**src/rtl/spi_cmd_regs.sv**
```systemverilog
// Command decoder and 8-bit register bank behind a byte-level SPI slave.
// A frame is a command byte {rw, addr[6:0]} followed by data bytes, with address auto-increment.
module spi_cmd_regs #(
    parameter int NREGS       = 16,
    parameter int SYNC_STAGES = 2
) (
    input  logic               sys_clk,
    input  logic               rst_n,
    input  logic               ss,
    input  logic [7:0]         rx_data,
    input  logic               rx_rdy,
    output logic [7:0]         tx_data,
    output logic               tx_latch,
    output logic [NREGS*8-1:0] reg_out,
    output logic               wr_strobe,
    output logic [6:0]         wr_addr,
    output logic               addr_err,
    input  logic               err_clr,
    output logic [1:0]         dbg_state_o
);

    // Handshake: rx_rdy is a level, one byte per rising edge of its synchronised copy;
    // tx_latch and wr_strobe are single-cycle pulses with no back-pressure.
    typedef enum logic [1:0] {IDLE = 2'd0, CMD = 2'd1, WRITE = 2'd2, READ = 2'd3} state_t;

    localparam logic [7:0] NREGS_W = 8'(NREGS);

    state_t                   state_q;
    logic [SYNC_STAGES-1:0]   ss_sync_q, rdy_sync_q, fill_q;
    logic                     rdy_s_dly_q, armed_q;
    logic [6:0]               addr_ptr_q, wr_pend_addr_q, wr_addr_q;
    logic [NREGS*8-1:0]       regs_q;
    logic [7:0]               tx_data_q;
    logic                     tx_latch_q, lat_pend_q, wr_strobe_q, wr_pend_q, addr_err_q;

    logic       ss_s, rdy_s, byte_evt, in_range, err_set;
    logic [6:0] sel_addr;
    logic [7:0] rd_byte;

    assign ss_s     = ss_sync_q[SYNC_STAGES-1];
    assign rdy_s    = rdy_sync_q[SYNC_STAGES-1];
    assign byte_evt = rdy_s & ~rdy_s_dly_q;

    // The command byte carries the address itself; afterwards the pointer is used.
    assign sel_addr = (state_q == CMD) ? rx_data[6:0] : addr_ptr_q;
    assign in_range = ({1'b0, sel_addr} < NREGS_W);
    assign err_set  = byte_evt && !in_range &&
                      ((state_q == CMD && rx_data[7]) || state_q == WRITE || state_q == READ);

    always_comb begin
        rd_byte = 8'h00;
        for (int k = 0; k < NREGS; k++) begin
            if (sel_addr == 7'(k)) rd_byte = regs_q[k*8 +: 8];
        end
    end

    always_ff @(posedge sys_clk) begin
        if (!rst_n) begin
            state_q        <= IDLE;
            ss_sync_q      <= '0;
            rdy_sync_q     <= '0;
            fill_q         <= '0;
            rdy_s_dly_q    <= 1'b0;
            armed_q        <= 1'b0;
            addr_ptr_q     <= 7'd0;
            regs_q         <= '0;
            tx_data_q      <= 8'h00;
            tx_latch_q     <= 1'b0;
            lat_pend_q     <= 1'b0;
            wr_strobe_q    <= 1'b0;
            wr_pend_q      <= 1'b0;
            wr_pend_addr_q <= 7'd0;
            wr_addr_q      <= 7'd0;
            addr_err_q     <= 1'b0;
        end else begin
            ss_sync_q   <= {ss_sync_q[SYNC_STAGES-2:0], ss};
            rdy_sync_q  <= {rdy_sync_q[SYNC_STAGES-2:0], rx_rdy};
            fill_q      <= {fill_q[SYNC_STAGES-2:0], 1'b1};
            rdy_s_dly_q <= rdy_s;
            wr_pend_q   <= 1'b0;
            lat_pend_q  <= 1'b0;
            wr_strobe_q <= wr_pend_q;
            tx_latch_q  <= lat_pend_q;
            if (wr_pend_q) wr_addr_q <= wr_pend_addr_q;

            // Decoding is only armed once a genuine ss low has been seen after reset,
            // so a frame interrupted by reset is ignored until ss cycles.
            if (!ss_s && fill_q[SYNC_STAGES-1]) armed_q <= 1'b1;

            if (err_clr)      addr_err_q <= 1'b0;
            else if (err_set) addr_err_q <= 1'b1;

            case (state_q)
                IDLE: if (ss_s && armed_q) state_q <= CMD;
                CMD: if (byte_evt) begin
                    if (rx_data[7]) begin
                        tx_data_q  <= rd_byte;
                        lat_pend_q <= 1'b1;
                        addr_ptr_q <= rx_data[6:0] + 7'd1;
                        state_q    <= READ;
                    end else begin
                        addr_ptr_q <= rx_data[6:0];
                        state_q    <= WRITE;
                    end
                end
                WRITE: if (byte_evt) begin
                    if (in_range) begin
                        for (int k = 0; k < NREGS; k++) begin
                            if (addr_ptr_q == 7'(k)) regs_q[k*8 +: 8] <= rx_data;
                        end
                        wr_pend_q      <= 1'b1;
                        wr_pend_addr_q <= addr_ptr_q;
                    end
                    addr_ptr_q <= addr_ptr_q + 7'd1;
                end
                READ: if (byte_evt) begin
                    tx_data_q  <= rd_byte;
                    lat_pend_q <= 1'b1;
                    addr_ptr_q <= addr_ptr_q + 7'd1;
                end
                default: state_q <= IDLE;
            endcase

            if (!ss_s) state_q <= IDLE;
        end
    end

    assign tx_data     = tx_data_q;
    assign tx_latch    = tx_latch_q;
    assign reg_out     = regs_q;
    assign wr_strobe   = wr_strobe_q;
    assign wr_addr     = wr_addr_q;
    assign addr_err    = addr_err_q;
    assign dbg_state_o = state_q;

endmodule

```
**config.mk**
```make
export PLATFORM = sky130hd
export DESIGN_NAME = spi_cmd_regs
export DESIGN_NICKNAME = d
export VERILOG_FILES = /design/src/rtl/spi_cmd_regs.sv
export SDC_FILE = /design/constraint.sdc
export NUM_CORES = 1
export LEC_CHECK = 0
export BUFFER_PORTS_ARGS = -buffer_cell sky130_fd_sc_hd__buf_4
export CAP_MARGIN = 25
export CORE_MARGIN = 2
export CORE_UTILIZATION = 59
export DETAILED_ROUTE_END_ITERATION = 7
export PLACE_DENSITY = 0.91
export REMOVE_ABC_BUFFERS = 1
export SLEW_MARGIN = 20
export SYNTH_ARGS = -nofsm -noshare
export SYNTH_HDL_FRONTEND = slang
export SYNTH_SLANG_ARGS = --single-unit
export TNS_END_PERCENT = 5
```
**constraint.sdc**
```tcl
create_clock -name sys_clk -period 4.3 [get_ports sys_clk]
set_input_delay 0.215 -clock sys_clk [delete_from_list [all_inputs] [get_ports sys_clk]]
set_output_delay 0.215 -clock sys_clk [all_outputs]
set_load 0.02 [all_outputs]
```
==> summary.md, run 1 <==
| Metric | Value |
|---|---|
| Tmin final | 3300 ps |
| Hold Path Depth | 1 |
| Worst path cell trace | nor2b_1 > nor3_1 > o21a_1 > a32o_1 > a2111oi_0 > nor3_1 > o21a_1 |
| # diodes | 0 |
| Sequential cell fraction of total power | 50.0% |
| Max frequency | 303 MHz |
| Detailed-placement wirelength estimate | 17,300 um |
| LEAKAGE | 3.59 nW |
| Critical Path AT | 3620 ps |
| Area contributors post-synth | dfxtp_1, mux2i_1, nor2_1, nand2_1, a21oi_1 |
| Crit path max-delay family | compound AO/OA/AOI/OAI gates |
| Buffers and inverters on the worst path | 0 |
| MaxCap Viol Count | 0 |
| Iter 0 DRT Violations | 974 |
| TritonRoute pass-1 iters | 6 |
| FF/Latch Area | 3440 um^2 |
| Synthesis-to-layout area growth | 22.9% |
| Worst Path Max Fanout | 13 |
| Via count | 7,586 |
| Outcome | finished, final reports clean |
| Core Area | 13,200 um^2 |
| Placed Cells | 1,156 |
| Clock Path Buffers | 2 |
| Net Sw Frac | 22.8% |
| Routed Antenna Nets | 0 |
| Min-Delay Endpoint | fill_q[0] |
| Post-synth top area cell | dfxtp_1 |
| Initial Util | 60.2% |
| Antenna violations before repair | 0 |
| Tcrit/Tclk final | 76.7% |
| Most common cell after layout, fill and taps aside | nor2_1 |
| Clock skew | 4.79 ps |
| Slew Viols, Final | 0 |
| Worst Path Required | 4620 ps |
| Top cell type's share of synthesized area | 43.3% |
| Post-synth top flop | dfxtp_1 |
| Final Net Count | 1,020 |
| Worst r2r dst | tx_data[5] |
| Boundary Pins | 161 |
| CTS sink cnt | 172 |
| Vias per cell | 6.37 |
| FF+latch count, synth | 172 |
| Slew margin rel. | 33.9% |
| Hold crit path type | in -> reg |
| Peak supply drop | 231 uV |
| Worst setup EP type | flip-flop |
| Total grt overflow | 0 |
| Final wirelength | 25,700 um |
| EDFF count, synth | 0 |
| Fraction of layout cells with a size suffix above 1 | 23.3% |
| Hold Vio Cnt, Final | 0 |
| Drt wl/cell | 21.5 um |
| Slowest CP cell | a2111oi_0 |
| Worst-path clk slew | 70 ps |
| Worst-Skew Late Latency | 420 ps |
| Fillers | 949 |
| FF-to-FF path depth | 7 |
| TritonCTS clock tree | yes |
| Final non-filler cell total | 1,191 |
| Sw Pwr | 0.728 mW |
| Async SR Flop Fraction | 0% |
| Crit start category | flip-flop |
| Reg2reg setup slack | 1000 ps |
| Final setup fails | 0 |
| RSZ-0062 raised after global routing | no |
| Die height | 120 um |
| DRC viols | 0 |
| Global placement routability congestion | 0.992 |
| Total global-route track usage | 35.2% |
| Clock power share | 46.9% |
| Mapped Area | 7950 um^2 |
| Width of the die | 120 um |
| First-pass GRT wire length | 39,300 um |
| Area of the multi-input gates | 4190 um^2 |
| Yosys warnings | 0 |
| Critical path type | reg -> reg |
| CP peak stage delay | 850 ps |
| Die area | 14,400 um^2 |
| Comb power frac | 3.1% |
| TritonCTS Buffers | 17 |
| Vias in the first global route | 6,956 |
| Reg2Reg Launch Point | dbg_state_o[0] |
| Setup TNS | 0 ps |
| Pin count of the biggest net entering global routing | 85 |
| Clock Tree Root | clkbuf_16 |
| Pwr/cell area | 327 nW/um^2 |
| Avg Inst Size Synth | 9.11 um^2 |
| Std-Cell Rows | 42 |
| Register area share after synthesis | 43.3% |
| Measured slew at the worst slew-check pin | 966 ps |
| Unique cell type count in the Yosys netlist | 68 |
| HP Start | rst_n |
| CTS H-Tree Depth | 4 |
| Most frequent cells in the layout | nor2_1, dfxtp_1, buf_4 |
| Post-CTS Resized | 0 |
| # port buffers | 160 |
| Synth Instances | 872 |
| Internal power | 2.47 mW |
[through the flow]
step	area (um^2)	hold slack (ps)	total power, mW	setup slack (ps)	utilization [%]
3_5_place_dp	9150	393	1.73	1130	69.4
2_1_floorplan	7650	243	1.67	795	-
6_report	9760	68.7	3.20	1000	74.0
3_3_place_gp	9150	386	1.73	1060	69.4
4_1_cts	9750	3.38	3.19	1100	73.9
5_1_grt	9760	75.3	3.27	742	74.0
[cell type report]
cell class	instances	area share, %
Sequential cell	172	35.3
Clock inverter	12	1.14
Tap cell	176	2.26
Multi-Input combinational cell	632	42.9
Timing Repair Buffer	173	13.4
Inverter	6	0.256
Clock buffer	20	4.78
[power by group through the flow]
stage / registers [mW] / clock network (mW) / logic, mW
6_report: 1.60 / 1.50 / 0.0997
5_1_grt: 1.60 / 1.57 / 0.105
4_1_cts: 1.60 / 1.50 / 0.0953
3_5_place_dp: 1.63 / 0 / 0.0932
3_3_place_gp: 1.63 / 0 / 0.0928
2_1_floorplan: 1.63 / 0 / 0.0352
[cells in the mapped netlist, types with 7 or more instances]
cell type    n
o221ai_1    10
dfxtp_1    172
nand2_1     52
a222oi_1     9
and2_1      10
nor2_1     177
nor3_1      14
or3_1        9
nand3_1     19
a21oi_1     35
a22oi_1     13
clkbuf_1    38
mux2i_1    131
o21ai_0     23
buf_2       10
a221oi_1     7
nor2_4      12
[worst reg2reg max path, delay by kind of cell (launching register included)]
kind	cells	cell delay [ps]
AO/OA/AOI/OAI	4	1570
AND/OR/NAND/NOR	3	1000
flip-flops	1	630
[registers in the layout, summed over array words and instances, names as in the netlist]
| name | flops |
|---|---|
| reg_out | 128 |
| addr_err | 1 |
| tx_latch | 1 |
| ss_sync_q | 2 |
| tx_data | 8 |
| wr_pend_addr_q | 7 |
| rdy_s_dly_q | 1 |
| wr_strobe | 1 |
| armed_q | 1 |
| lat_pend_q | 1 |
| rdy_sync_q | 2 |
| wr_addr | 7 |
| wr_pend_q | 1 |
| fill_q | 2 |
| dbg_state_o | 2 |
| addr_ptr_q | 7 |
[metal layers]
metal  wire length (um)  global-route usage [%]  vias up  part of all wire (%)
li1                   -                       -     3380                     -
met1              10200                    46.2     3636                    40
met2              12000                    54.8      472                    47
met3               2450                    7.60       98                   9.5
met4               1010                    17.1        0                   3.9
met5                  0                       0        -                     0
[cells by family (layout without fill, tap and decap cells)]
kind of cell,count (synthesis),count (layout),share of synthesized area [%]
xor gates and xnor gates,6,6,0.661
and+or+nand+nor,327,327,19.7
adders and majority gates,5,5,0.787
AOI/OAI and AO/OA,162,162,14.8
buffers and inverters,68,211,4.00
DFF,172,172,43.3
muxes,132,132,16.6
[worst max-delay path by stage]
stage | end | cells after the start | from | slack, ps
3_3_place_gp | tx_data[5] | 8 | dbg_state_o[0] | 1060
3_5_place_dp | tx_data[5] | 8 | dbg_state_o[0] | 1130
5_1_grt | tx_data[4] | 7 | dbg_state_o[0] | 740
2_1_floorplan | tx_data[1] | 5 | rst_n | 800
6_report | tx_data[5] | 7 | dbg_state_o[0] | 1000
4_1_cts | tx_data[5] | 8 | dbg_state_o[0] | 1100
[timing repair]
item,in CTS,in global routing
hold buffers,2,1
hold endpoints to repair,2,1
buffers inserted,0,0
Power figures use the tool's default switching activity.
==> run 2, diff against run 1 <==
--- a/config.mk
+++ b/config.mk
@@ -8,9 +8,9 @@
 export BUFFER_PORTS_ARGS = -buffer_cell sky130_fd_sc_hd__buf_4
 export CAP_MARGIN = 25
 export CORE_MARGIN = 2
-export CORE_UTILIZATION = 59
+export CORE_UTILIZATION = 50
 export DETAILED_ROUTE_END_ITERATION = 7
-export PLACE_DENSITY = 0.91
+export PLACE_DENSITY = 0.83
 export REMOVE_ABC_BUFFERS = 1
 export SLEW_MARGIN = 20
 export SYNTH_ARGS = -nofsm -noshare
==> constraint.sdc (replaced) <==
create_clock -name sys_clk -period 3 [get_ports sys_clk]
set_input_delay 0.15 -clock sys_clk [delete_from_list [all_inputs] [get_ports sys_clk]]
set_output_delay 0.15 -clock sys_clk [all_outputs]
set_load 0.02 [all_outputs]
==> summary.md, run 2 (synthesized netlist as in run 1, its figures left out) <==
| Metric | Value |
|---|---|
| Clock Path Buffers | 2 |
| Final setup fails | 0 |
| Min-Delay Endpoint | reg_out[68] |
| Total power | 4.63 mW |
| Boundary Pins | 161 |
| RSZ-0062 raised after global routing | no |
| Most frequent cells in the layout | buf_4, nor2_1, dfxtp_1 |
| Slew Viols, Final | 0 |
| CTS sink cnt | 172 |
| Initial Util | 50.6% |
| TritonCTS clock tree | yes |
| Antenna violations before repair | 0 |
| First-pass GRT wire length | 39,300 um |
| Synthesis-to-layout area growth | 24.9% |
| Placement Cell Area | 9300 um^2 |
| Tcrit/Tclk final | 89.5% |
| Std-Cell Rows | 46 |
| Reg2reg setup slack | 320 ps |
| Worst Path Max Fanout | 26 |
| TritonCTS Buffers | 17 |
| Worst r2r dst | reg_out[15] |
| Max frequency | 373 MHz |
| Detailed-placement wirelength estimate | 17,500 um |
| Iter 0 DRT Violations | 840 |
| Measured slew at the worst slew-check pin | 811 ps |
| Width of the die | 130 um |
| Post-CTS Setup Inserts | 0 |
| Fillers | 1,325 |
| Via count | 7,487 |
| Core Area | 15,700 um^2 |
| # diodes | 0 |
| Hold crit path type | in -> reg |
| Worst Path Required | 3300 ps |
| Final wirelength | 26,200 um |
| Outcome | finished, final reports clean |
| Tmin final | 2680 ps |
| Util after Layout | 63.1% |
| Pin count of the biggest net entering global routing | 115 |
| Vias per cell | 6.02 |
| Peak supply drop | 380 uV |
| Post-route cell area | 9920 um^2 |
| Area of the multi-input gates | 4190 um^2 |
| Pwr/cell area | 466 nW/um^2 |
| FF-to-FF path depth | 7 |
| HP Start | rx_data[4] |
| FF/Latch Area | 3440 um^2 |
| Die height | 130 um |
| Reg2Reg Launch Point | dbg_state_o[1] |
| Total grt overflow | 0 |
| Fraction of layout cells with a size suffix above 1 | 24.1% |
| Most common cell after layout, fill and taps aside | buf_4 |
| Drt wl/cell | 21.0 um |
| # port buffers | 160 |
| Global placement routability congestion | 0.984 |
| DRC viols | 0 |
| Vias in the first global route | 6,875 |
| Critical Path AT | 2980 ps |
| Routed Antenna Nets | 0 |
| LEAKAGE | 3.65 nW |
| Clock skew | 14.8 ps |
| Worst-path clk slew | 70 ps |
| Clock Tree Root | clkbuf_16 |
| MaxCap Viol Count | 0 |
| Die area | 16,900 um^2 |
| Crit start category | flip-flop |
| Worst setup EP type | flip-flop |
| Critical path type | reg -> reg |
| Total global-route track usage | 30.3% |
| TritonRoute pass-1 iters | 6 |
| Slew margin rel. | 45.8% |
| Final Net Count | 1,032 |
| Largest register FFs | 128 |
| Worst-Skew Late Latency | 440 ps |
| Hold Path Depth | 3 |
| CTS H-Tree Depth | 4 |
| Hold Vio Cnt, Final | 0 |
==> run 2: final cells by class <==
cell class	instances	share of cell area, %
multi-input cells	632	42.3
clock buffers	19	4.46
repair buffers	185	14.2
flip-flops and latches	172	34.7
inverters	6	0.252
well taps	216	2.72
clock inverters	13	1.35
==> run 2: routing by layer <==
| layer | vias to the layer above | global-route usage (%) | routed length [um] |
|---|---|---|---|
| met4 | 0 | 13.7 | 898 |
| met5 | - | 0 | 0 |
| met1 | 3530 | 40.9 | 10800 |
| met2 | 463 | 47.2 | 12000 |
| li1 | 3411 | - | - |
| met3 | 83 | 6.23 | 2450 |
==> run 2: report_power, final <==
| part | leakage, nW | switching, mW | internal [mW] | total (mW) |
|---|---|---|---|---|
| registers | 1.39 | 0.00241 | 2.29 | 2.29 |
| logic | 1.98 | 0.113 | 0.0378 | 0.151 |
| clock network | 0.282 | 0.999 | 1.19 | 2.19 |
| total | 3.65 | 1.11 | 3.51 | 4.63 |
==> run 2: what timing repair did <==
action / in CTS / in global routing
gates resized for setup: 1 / 1
hold buffers: 4 / 0
hold endpoints to repair: 4 / 0
endpoints found under the setup margin: 1 / 1
==> run 2: worst max-delay path by stage <==
stage              startpoint           to  cells after the start
2_1_floorplan           rst_n   tx_data[1]                      5
3_3_place_gp   dbg_state_o[0]   tx_data[2]                      8
3_5_place_dp   dbg_state_o[0]   tx_data[2]                      8
4_1_cts        dbg_state_o[0]   tx_data[2]                      8
5_1_grt         addr_ptr_q[3]   tx_data[5]                      9
6_report       dbg_state_o[1]  reg_out[15]                      7
==> run 2: through the flow <==
| step | setup slack (ps) | hold slack (ps) | std cells | TNS, ps |
|---|---|---|---|---|
| global route | 166 | 44.5 | 1243 | 0 |
| CTS | 146 | 9.07 | 1243 | 0 |
| finish | 316 | 15.9 | 1243 | 0 |
| detailed placement | 45.9 | 326 | 1207 | 0 |
| floorplan | -440 | 178 | 810 | -1700 |
| global placement | 89.7 | 322 | 1207 | 0 |
==> run 2: worst max-delay path, stage by stage (launching register included) <==
cell and delay [ps]:
dfxtp_1 360, buf_4 290, inv_1 160, nor4b_4 490, nand2_1 400, nor2_4 430
mux2i_1 320, nor2_1 80
==> run 3, diff against run 2 <==
--- a/config.mk
+++ b/config.mk
@@ -7,11 +7,14 @@
 export LEC_CHECK = 0
 export BUFFER_PORTS_ARGS = -buffer_cell sky130_fd_sc_hd__buf_4
 export CAP_MARGIN = 25
+export CELL_PAD_IN_SITES_DETAIL_PLACEMENT = 0
+export CELL_PAD_IN_SITES_GLOBAL_PLACEMENT = 2
 export CORE_MARGIN = 2
-export CORE_UTILIZATION = 50
+export CORE_UTILIZATION = 30
 export DETAILED_ROUTE_END_ITERATION = 7
-export PLACE_DENSITY = 0.83
+export PLACE_DENSITY = 0.82
 export REMOVE_ABC_BUFFERS = 1
+export SKIP_CTS_REPAIR_TIMING = 1
 export SLEW_MARGIN = 20
 export SYNTH_ARGS = -nofsm -noshare
 export SYNTH_HDL_FRONTEND = slang
==> summary.md, run 3 (synthesized netlist as in run 1, its figures left out) <==
| Metric | Value |
|---|---|
| Met3 wire length | 1510 um |
| Final worst slack | 224 ps |
| Placed Cells | 1,337 |
| Hold Slack | 12.0 ps |
| Met1 Routed Length | 13,900 um |
| Tmin final | 2780 ps |
| Max frequency | 360 MHz |
| Synthesis-to-layout area growth | 27.8% |
| Critical path type | reg -> reg |
| Worst Path Required | 3330 ps |
| Final setup fails | 0 |
| Hold crit path type | in -> reg |
| Clock skew | 15.8 ps |
| Routed Antenna Nets | 0 |
| Iter 0 DRT Violations | 514 |
| Core Area | 26,100 um^2 |
| Vias in the first global route | 6,925 |
| Measured slew at the worst slew-check pin | 854 ps |
| Pin count of the biggest net entering global routing | 110 |
| TritonRoute pass-1 iters | 5 |
| Outcome | finished, final reports clean |
| Total grt overflow | 0 |
| Slew margin rel. | 42.9% |
| Global placement routability congestion | 0.862 |
| Total global-route track usage | 20.7% |
| Clock Path Buffers | 2 |
| Most frequent cells in the layout | buf_4, nor2_1, dfxtp_1 |
| Drt wl/cell | 21.4 um |
| TritonCTS clock tree | yes |
| CTS sink cnt | 172 |
| TritonCTS Buffers | 17 |
| First-pass GRT wire length | 44,000 um |
| Die area | 27,800 um^2 |
| Hold Vio Cnt, Final | 0 |
| Final non-filler cell total | 1,372 |
| Final wirelength | 29,400 um |
| Critical Path AT | 3100 ps |
| MaxCap Viol Count | 0 |
| RSZ-0062 raised after global routing | no |
| Buffers and inverters on the worst path | 1 |
| Worst-path clk slew | 70 ps |
| Final Net Count | 1,042 |
| CP peak stage delay | 520 ps |
| Worst path cell trace | and4bb_2 > a31o_1 > buf_4 > a221oi_1 > nor2_1 > a2111oi_1 > o31a_1 > o2bb2ai_1 |
| Clock Tree Root | clkbuf_16 |
| Most common cell after layout, fill and taps aside | buf_4 |
| Largest register FFs | 128 |
| Slew Viols, Final | 0 |
| Crit start category | flip-flop |
| Vias per cell | 5.18 |
| Fraction of layout cells with a size suffix above 1 | 25.0% |
| CTS H-Tree Depth | 4 |
| Detailed-placement wirelength estimate | 20,900 um |
| Pre-CTS setup slack | -22.4 ps |
| Initial Util | 30.5% |
| Slowest CP cell | a2111oi_1 |
| Met2 WL | 13,600 um |
| Boundary Pins | 161 |
| Worst Path Max Fanout | 13 |
| Width of the die | 167 um |
| Antenna violations before repair | 0 |
| Via count | 7,107 |
| LEAKAGE | 3.70 nW |
| Pwr/cell area | 466 nW/um^2 |
| Peak supply drop | 331 uV |
| Std-Cell Rows | 59 |
| Worst-Skew Late Latency | 450 ps |
| # port buffers | 160 |
| DRC viols | 0 |
| Tcrit/Tclk final | 92.5% |
| Worst setup EP type | flip-flop |
| Die height | 167 um |
| Crit path max-delay family | compound AO/OA/AOI/OAI gates |
| Highest Signal Layer | met4 |
## run 3: metal layers
metal / vias up / GRT usage, %
met5: - / 0
met1: 3453 / 28.9
met4: 0 / 4.65
met3: 19 / 3.78
met2: 216 / 33.3
li1: 3419 / -
## run 3: path summary, 6_finish.rpt
path	start	slack, ps	cells after the start	to
max	dbg_state_o[1]	220	8	tx_data[4]
min	rst_n	10	1	fill_q[0]
max reg2reg	dbg_state_o[1]	220	8	tx_data[4]
min reg2reg	fill_q[0]	430	1	fill_q[1]
## run 3: worst reg2reg max path: stages, from the launching register on
cell and delay [ps]:
dfxtp_1 480, and4bb_2 290, a31o_1 400, buf_4 300
a221oi_1 250, nor2_1 70, a2111oi_1 520, o31a_1 280
o2bb2ai_1 70
## run 3: per-stage QoR
step | utilization (%) | cell area, um^2 | TNS [ps] | power [mW]
2_1_floorplan | - | 7650 | -1700 | 2.39
3_3_place_gp | 36.6 | 9530 | 0 | 2.50
3_5_place_dp | 36.6 | 9530 | -22.4 | 2.49
4_1_cts | 38.8 | 10100 | -27.5 | 4.75
5_1_grt | 38.9 | 10100 | 0 | 4.86
6_report | 39.0 | 10200 | 0 | 4.73
## run 3: layout make-up
| class | instances | area [um^2] |
|---|---|---|
| Sequential cell | 172 | 3440 |
| Inverter | 6 | 25.0 |
| Clock buffer | 18 | 429 |
| Fill cell | 2648 | 15900 |
| Clock inverter | 13 | 151 |
| Antenna cell | 1 | 2.50 |
| Tap cell | 335 | 419 |
| Multi-Input combinational cell | 632 | 4200 |
| Timing Repair Buffer | 195 | 1480 |
## run 3: power breakdown
group,internal (mW),switching (mW),total (mW)
sequential,2.29,0.00222,2.29
clock,1.24,1.04,2.28
combinational,0.0392,0.116,0.155
